**config.mk**
```make
export PLATFORM = sky130hd
export DESIGN_NAME = counter_fnd_ctrl_n
export DESIGN_NICKNAME = d
export VERILOG_FILES = /design/src/rtl/counter_fnd_ctrl_n.sv
export SDC_FILE = /design/constraint.sdc
export NUM_CORES = 1
export LEC_CHECK = 0
export ABC_AREA = 1
export BUFFER_PORTS_ARGS = -buffer_cell sky130_fd_sc_hd__buf_2
export CORE_MARGIN = 2
export CORE_UTILIZATION = 40
export DETAILED_ROUTE_END_ITERATION = 7
export MAX_ROUTING_LAYER = met4
export SYNTH_ARGS = -nofsm -noshare
export SYNTH_HDL_FRONTEND = slang
export SYNTH_SLANG_ARGS = --single-unit
```
**constraint.sdc**
```tcl
create_clock -name clk -period 2.1 [get_ports clk]
set_input_delay 0.42 -clock clk [delete_from_list [all_inputs] [get_ports clk]]
set_output_delay 0.42 -clock clk [all_outputs]
set_load 0.01 [all_outputs]
```
**src/rtl/counter_fnd_ctrl_n.sv**
```systemverilog
// counter_fnd_ctrl_n: N-digit BCD up/down counter with debounced buttons and multiplexed FND driver
// Define LEADING_ZERO_BLANK_EN to blank leading zero digits above digit0.
module counter_fnd_ctrl_n #(
    parameter int DIGITS   = 4,
    parameter int TICK_DIV = 33554432,
    parameter int DEB_DIV  = 131072,
    parameter int SCAN_DIV = 100000
) (
    input  logic                clk,
    input  logic                reset_p,
    input  logic                btn_dir,
    input  logic                btn_run,
    input  logic                btn_clr,
    input  logic                load,
    input  logic [4*DIGITS-1:0] load_value,
    output logic [4*DIGITS-1:0] count_bcd,
    output logic                up,
    output logic                run,
    output logic                wrap,
    output logic [DIGITS-1:0]   com,
    output logic [7:0]          seg_7
);
    localparam int TW = $clog2(TICK_DIV);
    localparam int DW = $clog2(DEB_DIV);
    localparam int SW = SCAN_DIV > 1 ? $clog2(SCAN_DIV) : 1;
    localparam int IW = DIGITS > 1 ? $clog2(DIGITS) : 1;

    logic [TW-1:0]       presc;
    logic [DW-1:0]       deb_cnt;
    logic [SW-1:0]       scan_cnt;
    logic [IW-1:0]       idx;
    logic [2:0]          raw, smp, deb, deb_q, press;
    logic                tick, deb_stb, carry, borrow;
    logic [3:0]          nib, sel;
    logic [4*DIGITS-1:0] inc, dec, ld;
    logic [DIGITS-1:0]   blank;
    logic [6:0]          font;
`ifdef LEADING_ZERO_BLANK_EN
    logic                z;
`endif

    // bit order {clr, run, dir}
    assign raw     = {btn_clr, btn_run, btn_dir};
    assign press   = deb & ~deb_q;
    assign tick    = run && presc == TW'(TICK_DIV - 1);
    assign deb_stb = deb_cnt == DW'(DEB_DIV - 1);

    always_comb begin
        carry  = 1'b1;
        borrow = 1'b1;
        nib    = '0;
        inc    = '0;
        dec    = '0;
        ld     = '0;
        blank  = '0;
        for (int i = 0; i < DIGITS; i++) begin
            nib = count_bcd[4*i +: 4];
            inc[4*i +: 4] = carry ? (nib == 4'd9 ? 4'd0 : nib + 4'd1) : nib;
            dec[4*i +: 4] = borrow ? (nib == 4'd0 ? 4'd9 : nib - 4'd1) : nib;
            carry  = carry && nib == 4'd9;
            borrow = borrow && nib == 4'd0;
            ld[4*i +: 4] = load_value[4*i +: 4] > 4'd9 ? 4'd9 : load_value[4*i +: 4];
        end
`ifdef LEADING_ZERO_BLANK_EN
        z = 1'b1;
        for (int i = DIGITS - 1; i > 0; i--) begin
            z = z && count_bcd[4*i +: 4] == 4'd0;
            blank[i] = z;
        end
`endif
    end

    always_comb begin
        sel = count_bcd[{idx, 2'b00} +: 4];
        case (sel)
            4'd0:    font = 7'h40;
            4'd1:    font = 7'h79;
            4'd2:    font = 7'h24;
            4'd3:    font = 7'h30;
            4'd4:    font = 7'h19;
            4'd5:    font = 7'h12;
            4'd6:    font = 7'h02;
            4'd7:    font = 7'h78;
            4'd8:    font = 7'h00;
            4'd9:    font = 7'h10;
            default: font = 7'h7F;
        endcase
    end

    always_ff @(posedge clk) begin
        if (reset_p) begin
            deb_cnt   <= '0;
            smp       <= '0;
            deb       <= '0;
            deb_q     <= '0;
            presc     <= '0;
            count_bcd <= '0;
            up        <= 1'b1;
            run       <= 1'b1;
            wrap      <= 1'b0;
            scan_cnt  <= '0;
            idx       <= '0;
            com       <= ~DIGITS'(1);
            seg_7     <= 8'hC0;
        end else begin
            deb_cnt <= deb_stb ? '0 : deb_cnt + 1'b1;
            if (deb_stb) begin
                smp <= raw;
                deb <= ((smp ~^ raw) & raw) | ((smp ^ raw) & deb);
            end
            deb_q <= deb;
            up    <= up ^ press[0];
            run   <= run ^ press[1];
            if (press[2])
                presc <= '0;
            else if (run)
                presc <= tick ? '0 : presc + 1'b1;
            count_bcd <= press[2] ? '0 : load ? ld : tick ? (up ? inc : dec) : count_bcd;
            wrap      <= !press[2] && !load && tick && (up ? carry : borrow);
            scan_cnt  <= scan_cnt == SW'(SCAN_DIV - 1) ? '0 : scan_cnt + 1'b1;
            if (scan_cnt == SW'(SCAN_DIV - 1))
                idx <= idx == IW'(DIGITS - 1) ? '0 : idx + 1'b1;
            com   <= ~(DIGITS'(1) << idx);
            seg_7 <= blank[idx] ? 8'hFF : {~(idx == '0 && !up), font};
        end
    end
endmodule
```
=== After elaboration in Yosys (flattened, before gate mapping) ===
Memories as Yosys holds them, arrays and structs flattened.
Index checks and enable logic that the tools add are counted.

* Register bits after elaboration: 101
* ROM bits: 112
* Bits of input ports: 22
* Output and inout bits: 31
* Logic and storage cells: 116
* Memories kept: 1

{| class="wikitable"
|+ Memory list
! name !! depth !! width !! rd ports !! clocked after memory_dff !! wr ports !! line !! source
|-
| (no name shown) || 16 || 7 || 1 || 0 || 0 || 75 || <nowiki>case (sel)</nowiki>
|}

* Add/sub/neg operators: 12
* Magnitude comparators: 5
* Equal/unequal tests: 11
* Shifts and indexed selects: 2
* Multiplexer cells: 27
* Bitwise logic cells: 11
* Reductions and logical operators: 30

{| class="wikitable"
|+ Operators by type and width
! kind !! count
|-
| 2-to-1 mux 4 bit || 18
|-
| 2-to-1 mux 16 bit || 3
|-
| adder 17 x 1 -> 17 bit, second input constant || 2
|-
| == test 17 bit, second input constant || 2
|-
| adder 25 x 1 -> 25 bit, second input constant || 1
|-
| == test 25 bit, second input constant || 1
|-
| 2-to-1 mux 25 bit || 1
|-
| adder 4 x 1 -> 4 bit, second input constant || 4
|-
| == test 4 bit, second input constant || 4
|-
| greater-than comparator 4 bit, second input constant || 4
|-
| logical NOT 4 bit || 4
|-
| variable part select 16 x 5 -> 4 bit || 1
|-
| subtractor 4 x 1 -> 4 bit, second input constant || 4
|-
| logical AND 1 bit || 11
|-
| AND 3 bit || 3
|-
| != test 3 x 2 -> 1 bit, second input constant || 3
|-
| AND reduction 3 bit || 3
|-
| nonzero test 3 bit || 3
|-
| OR reduction 2 bit || 4
|-
| 2-to-1 mux 6 bit || 1
|-
| inverter 4 bit || 1
|-
| left shift 1 x 2 -> 4 bit, first input constant || 1
|-
| logical NOT 1 bit || 3
|-
| less-than comparator 2 x 3 -> 1 bit, second input constant || 1
|-
| other kinds (13) || 15
|}

=== Depth between registers and ports, before layout ===
Gate-level depths: netlist of run 1.

* Depth after elaboration: 7
* Depth in mapped cells: 11
* Depth with buffers taken out: 11

=== Worst setup path after synthesis of run 1 ===
OpenSTA, ideal clock, no wires.

* Path type: register -> register
* Start: reg deb_cnt[0]
* End: reg deb_cnt[6]
* Setup time: 0.123 ns
* Data arrival time: 1.827 ns
* Required time: 1.977 ns
* Path slack: 0.150 ns
* Cell stages (with the launch flop): 12
* Path buffers: 0
* Period minus slack after synthesis: 1.950 ns
* Cell sequence: dfxtp_1 ha_1 nand2_1 nor3_1 nand2_1 nor3_1 nand3_1 nor3_1 ha_1 nor2_1 inv_1 nor3_1

* Word-level cells in the longest chain between the ends: 2
* Elaborated cells on any way between the ends: 3
* Classes of those cells: add/sub (1); eq/ne (1); reduce/logical (1)

{| class="wikitable"
|+ RTL lines
! element !! line !! source
|-
| start: declaration || 29 || <nowiki>logic [DW-1:0] deb_cnt;</nowiki>
|-
| start signal: assignment || 106 || <nowiki>deb_cnt <= deb_stb ? '0 : deb_cnt + 1'b1;</nowiki>
|-
| parallel branches: the longest is 2 deep, another holds adder 17 x 1 -> 17 bit || -- ||
|}

Several ways; the timed one is not identified.
A chain may end at the register's enable or synchronous reset.

=== Worst setup path in the final report of run 1 ===
* Start: reg deb_cnt[0]
* End: reg deb[2]

* Word-level cells in the longest chain between the ends: 1

{| class="wikitable"
|+ RTL lines
! element !! line !! source
|-
| == test 17 bit || 46 || <nowiki>assign deb_stb = deb_cnt == DW'(DEB_DIV - 1);</nowiki>
|-
| end signal: assignment || 109 || <nowiki>deb <= ((smp ~^ raw) & raw) | ((smp ^ raw) & deb);</nowiki>
|-
| end: declaration || 32 || <nowiki>logic [2:0] raw, smp, deb, deb_q, press;</nowiki>
|}

No other way between the ends.

==> results.cfg, run 1 <==
[floorplan]
die_h_um = 119.8
io_pins = 53
design.core.area_sq_um = 13190
dieArea_sq_um = 14360
initial_core_util_pct = 40.68
row_count = 42
die_x_um = 119.8

[sta]
worst_pin_slew_ps = 530.7
fin_ws_ps = 50.10
rsz0062_at_grt = yes
min_period_ps = 2050
max_freq_mhz = 487.8
fin_crit_sh_pct = 97.61
finalHoldViolations = 0
setup_viol = 0
final-max-slew-violation-count = 0
final.setup_skew_ps = 6.347
slew_headroom_pct = 64.49

[grt]
use_met3_pct = 3.375
globalRouteMet1Util_pct = 25.28
grt_max_degree = 23
antenna_found_initial = 0
grt_util_met2_pct = 28.29
grt_util_all_layers_pct = 18.61
overflow = 0
grt_pass1_vias = 4557
grt_pass1_wl_um = 21190
busiest_layer = met2

[place]
gp_congestion = 0.8913
placedCellCount = 1018
place_hpwl_um = 9176
pre_cts_ws_ps = -42.86
portBuffers = 52

[pwr]
pwr-share-seq_pct = 47.8
finalPower_mw = 4.193
ir_worst_vdd_mv = 0.4573
power_density_nw_per_um2 = 665.9
combinationalPowerShare_pct = 9.5
p_sw_share_pct = 24.56
p_clk_share_pct = 42.7
power.switching_mw = 1.030
power_leakage_nw = 2.685
internal_power_mw = 3.163

[clock_network]
clkSinkCount = 101
cts-root-buf = clkbuf_16
cts_tree = built
path_clk_slew_ps = 70
cts_buffers = 9
insertion_delay_ps = 350
htree_num_levels = 3
clk_path_buf_depth = 2

[routing]
drt_wl_total_um = 12490
route.vias.total = 4996
drt_iter0_markers = 259
routed_via_density = 4.822
ant_nets = 0
drt-pass1-iter-count = 6
avgRoutedWirePerCell_um = 12.06
route.detailed.drc = 0

[setup_path]
critPathCaptureType = register
rr_endpoint = deb[2]
rr_startpoint = deb_cnt[0]
cp_cell_sequence = ha_4 > nand2_2 > nor3_2 > nand2_1 > nor3_2 > nand3_1 > nor3_2 > ha_2 > buf_6 > clkinvlp_4 > o21ai_1 > nand2_1
path_max_fanout = 6
slowest_stage = dfxtp_4
critPathMaxStageDelay_ps = 370
r2r_cells = 12
start_kind = register
cpLargestDelayFamily = simple AND/OR/NAND/NOR gates
r2r_setup_slack_ps = 50
cp_data_arrival_time_ps = 2290
crit_path_frequent_cell = nor3_2
cp.buffers_inverters = 2
critPathKind = reg2reg
crit_required_ps = 2340

[yosys]
async_flop_share_pct = 0
yosys.area.top_type = dfxtp_1
syn-instance-count = 784
netlist_area_sq_um = 5365
synthFlopType = dfxtp_1
ys_ff_latch = 101
syn_avg_cell_area_sq_um = 6.843
syn-num-nets = 822
synth_cell_types = 42
seq_area_frac_synth_pct = 37.69
yosysMostFrequentCell = nand2_1
synthTopCellsByCount = nand2_1, nor2_1, dfxtp_1, inv_1, nand3_1
synthTopCellsByArea = dfxtp_1, nand2_1, nor2_1, nand3_1, inv_1
synth_edf_count = 0
synth_top_area_share_pct = 37.69
synth_warnings = 0

[cells_and_area]
nets = 893
final_cells = 1036
antenna_cells = 0
syn_to_final_growth_pct = 17.35
nFillCells = 1381
drive_gt1_share_pct = 14.53

[min_path]
min_path_cells = 3
hp-class = in2reg
hold_path_end = smp[2]
hold_start = btn_clr

[job]
maxCapViolCount = 0

[outcome]
outcome = completed
==> registers in the layout, summed over array words and instances (netlist names), 4 cells and up <==
signal	cells
seg_7	8
count_bcd	16
scan_cnt	17
com	4
deb_cnt	17
presc	25
==> layout make-up <==
| type | count | area (sq um) | area share (%) |
|---|---|---|---|
| Sequential cell | 101 | 2027 | 32.19 |
| Timing Repair Buffer | 76 | 444.2 | 7.055 |
| Clock inverter | 2 | 38.79 | 0.6161 |
| Inverter | 82 | 311.5 | 4.948 |
| Clock buffer | 14 | 284.0 | 4.511 |
| Tap cell | 176 | 220.2 | 3.498 |
| Multi-Input combinational cell | 585 | 2970 | 47.18 |
==> power groups by stage <==
stage                     Sequential [mW]  Clock (mW)  Combinational (mW)
final                                2.01        1.79               0.397
after global routing                 2.01        1.90               0.455
after floorplan                      2.05           0               0.266
after detailed placement             2.05           0               0.393
after CTS                            2.00        1.83               0.396
after global placement               2.05           0               0.394
==> worst max-delay path by stage <==
stage                      end  slack (ps)        from  cells after the start
global placement        deb[2]          60  deb_cnt[0]                     12
detailed placement      deb[1]         -40  deb_cnt[0]                     12
global route            deb[2]        -120  deb_cnt[0]                     12
CTS                     deb[0]          20  deb_cnt[0]                     12
floorplan           deb_cnt[6]         150  deb_cnt[0]                     11
finish                  deb[2]          50  deb_cnt[0]                     12
==> through the flow <==
stage               hold slack [ps]  instance area, sq um  util [%]  TNS (ps)
CTS                           332.9                  6233     47.26         0
global placement              432.2                  5906     44.77         0
global route                  358.3                  6296     47.73    -898.6
detailed placement            436.3                  5906     44.77    -121.0
finish                        340.4                  6296     47.73         0
floorplan                     413.4                  5365         -         0
==> cells in the final DEF (no fill, tap or decap), types with 14 or more instances in the layout <==
master	netlist	final
a21oi_1	48	48
buf_2	4	52
buf_4	1	23
dfxtp_1	101	99
ha_1	16	14
inv_1	81	80
nand2_1	163	162
nand3_1	64	64
nand4_1	15	15
nor2_1	144	144
o21ai_0	53	49
xor2_1	16	16
==> repair_timing <==
| item | CTS | global route |
|---|---|---|
| resized for setup | 1 | 16 |
| setup buffers | 0 | 2 |
| endpoints found under the setup margin | 3 | 20 |
| hold buffers | 0 | 0 |
| pin swaps | 0 | 7 |
| gates cloned | 0 | 0 |
==> routing by layer <==
| metal | part of all wire, % | wire, um | up-vias |
|---|---|---|---|
| met5 | 0 | 0 | - |
| met4 | 1.3 | 167 | 0 |
| met3 | 3.4 | 428 | 10 |
| met2 | 44 | 5492 | 77 |
| met1 | 51 | 6400 | 2220 |
| li1 | - | - | 2689 |
==> kinds of logic after synthesis <==
kind of cell    Yosys count  synth area share (%)
xor+xnor                 25                 4.081
compound gates          123                 12.62
fa+ha+maj                16                 3.731
buf+inv                  98                 7.696
simple gates            421                 34.19
flops                   101                 37.69
==> worst reg2reg max path: cells and delay by family, from the launching register on <==
family / cells / cell delay (ps)
buffers and inverters: 2 / 260
and+or+nand+nor: 7 / 840
adders and majority gates: 2 / 350
AOI/OAI and AO/OA: 1 / 140
DFF: 1 / 370
Note: power is estimated with default switching activity, not from simulation.
==> run 2, diff against run 1 <==
CORE_ASPECT_RATIO = 2   (was unset)
REMOVE_ABC_BUFFERS = 1   (was unset)
==> run 2 against run 1 <==
Net effect:
- the run now ends with design-rule violations left
- setup slack gained 180 ps
- cell area is essentially flat
- sequential power is essentially flat
- sequential share of layout area shrank 0.066 points
- maximum frequency grew 9.8%
- critical path type unchanged
- combinational power grew 5.5%
==> results.cfg, run 2 (same netlist as run 1, synthesis figures left out) <==
[outcome]
violations = design-rule violations
outcome = finished with violations

[routing]
route.detailed.drc = 5
drt-pass1-iter-count = 7
drt_iter0_markers = 214
drt_wl_total_um = 13720
routed_via_density = 5.052
route.vias.total = 5163
avgRoutedWirePerCell_um = 13.42
ant_nets = 0

[cells_and_area]
largest_reg_flops = 25
finish.utilization_pct = 48.20
nets = 903
largest-register = presc
final_cell_mix = nand2_1, nor2_1, dfxtp_1
drive_gt1_share_pct = 14.83
antenna_cells = 0
fin_area_sq_um = 6297
final_cells = 1022
final_common_cell = nand2_1
syn_to_final_growth_pct = 17.37
reg.largest.list = presc: 25 flops, deb_cnt: 17 flops, scan_cnt: 17 flops

[sta]
fin_crit_sh_pct = 88.92
setup_viol = 0
max_freq_mhz = 535.5
finalHoldViolations = 0
hold_ws_ps = 342.4
min_period_ps = 1867
worst_pin_slew_ps = 554.5
rsz0062_at_grt = no
slew_headroom_pct = 62.69
final-max-slew-violation-count = 0
final.setup_skew_ps = 9.959

[grt]
overflow = 0
antenna_found_initial = 0
grt_pass1_wl_um = 23230
grt_pass1_vias = 5153
grt_max_degree = 23
grt_util_all_layers_pct = 20.52

[floorplan]
io_pins = 53
dieArea_sq_um = 14410
initial_core_util_pct = 41.06
die_h_um = 167.8
design.core.area_sq_um = 13070
die_x_um = 85.89
row_count = 59

[pwr]
p_clk_share_pct = 42.0
combinationalPowerShare_pct = 10.1
p_sw_share_pct = 25.21
internal_power_mw = 3.111
power_leakage_nw = 2.725
power_density_nw_per_um2 = 660.6
ir_worst_vdd_mv = 0.4591
pwr-share-seq_pct = 48.0
finalPower_mw = 4.160
power.switching_mw = 1.049

[clock_network]
clkSinkCount = 101
ctsHoldBuffers = 0
cts_tree = built
htree_num_levels = 3
cts-root-buf = clkbuf_16
clk_path_buf_depth = 2
cts_buffers = 9
path_clk_slew_ps = 70
insertion_delay_ps = 350

[job]
maxCapViolCount = 0

[min_path]
hp-class = in2reg

[setup_path]
cp_data_arrival_time_ps = 2110
path_max_fanout = 8
slowest_stage = nor2_1
critPathCaptureType = register
crit_required_ps = 2350
cp_cell_sequence = inv_1 > nand2_1 > o21ai_2 > nand3_1 > nor2_1 > nand3_1 > nand2_1 > nor2_1
start_kind = register
critPathMaxStageDelay_ps = 460
critPathKind = reg2reg

[place]
gp_congestion = 0.8723
placedCellCount = 1005
place_area_sq_um = 5958
portBuffers = 52
place_hpwl_um = 10630
==> run 2: changes by cell type in the layout (fill, tap and decap cells not counted), sizes merged <==
cell      previous run  this run
clkbuf              14        12
inv                 81        82
clkinv               1         3
clkinvlp             1         0
buf                 76        86
==> run 2: power by group through the flow <==
stage | sequential, mW | combinational [mW] | clock [mW]
after floorplan | 2.05 | 0.239 | 0
after global placement | 2.04 | 0.420 | 0
after detailed placement | 2.04 | 0.420 | 0
after CTS | 1.99 | 0.423 | 1.80
after global routing | 2.00 | 0.476 | 1.86
final | 2.00 | 0.419 | 1.75
==> run 2: final timing paths <==
kind,from,end,slack [ps],cells past startpoint
setup / recovery,count_bcd[2],count_bcd[12],230,8
hold / removal,btn_run,smp[1],340,3
setup reg to reg,count_bcd[2],count_bcd[12],230,8
hold reg to reg,deb_cnt[0],deb_cnt[0],410,1
==> run 2: metrics by stage <==
step	setup WS, ps	TNS (ps)
2_1_floorplan	-282.0	-1936
3_3_place_gp	172.1	0
3_5_place_dp	134.0	0
4_1_cts	115.8	0
5_1_grt	2.339	0
6_report	232.6	0
==> run 2: per-layer routing <==
metal  track usage [%]  vias to the layer above  routed length [um]
li1                  -                     2707                   -
met1             20.62                     2359                5389
met2             38.52                       81                7634
met3             2.990                       16                 389
met4             8.144                        0                 301
met5                 -                        -                   0
==> run 2: critical path, delay by kind of cell, from the launching register on <==
kind	cells	cell delay, ps
and+or+nand+nor	6	980
AOI/OAI and AO/OA	1	270
buffers and inverters	1	160
DFF	1	360
==> run 2: cell type report <==
class	count	area, sq um
Timing Repair Buffer	86	515.5
Inverter	82	307.8
Tap cell	152	190.2
Fill cell	1373	6769
Clock buffer	12	256.5
Sequential cell	101	2023
Clock inverter	4	56.30
Multi-Input combinational cell	585	2948
==> run 2: what timing repair did <==
item                                    CTS  global route
setup buffers                             0             1
gates resized for setup                   0             5
endpoints found under the setup margin    0            23
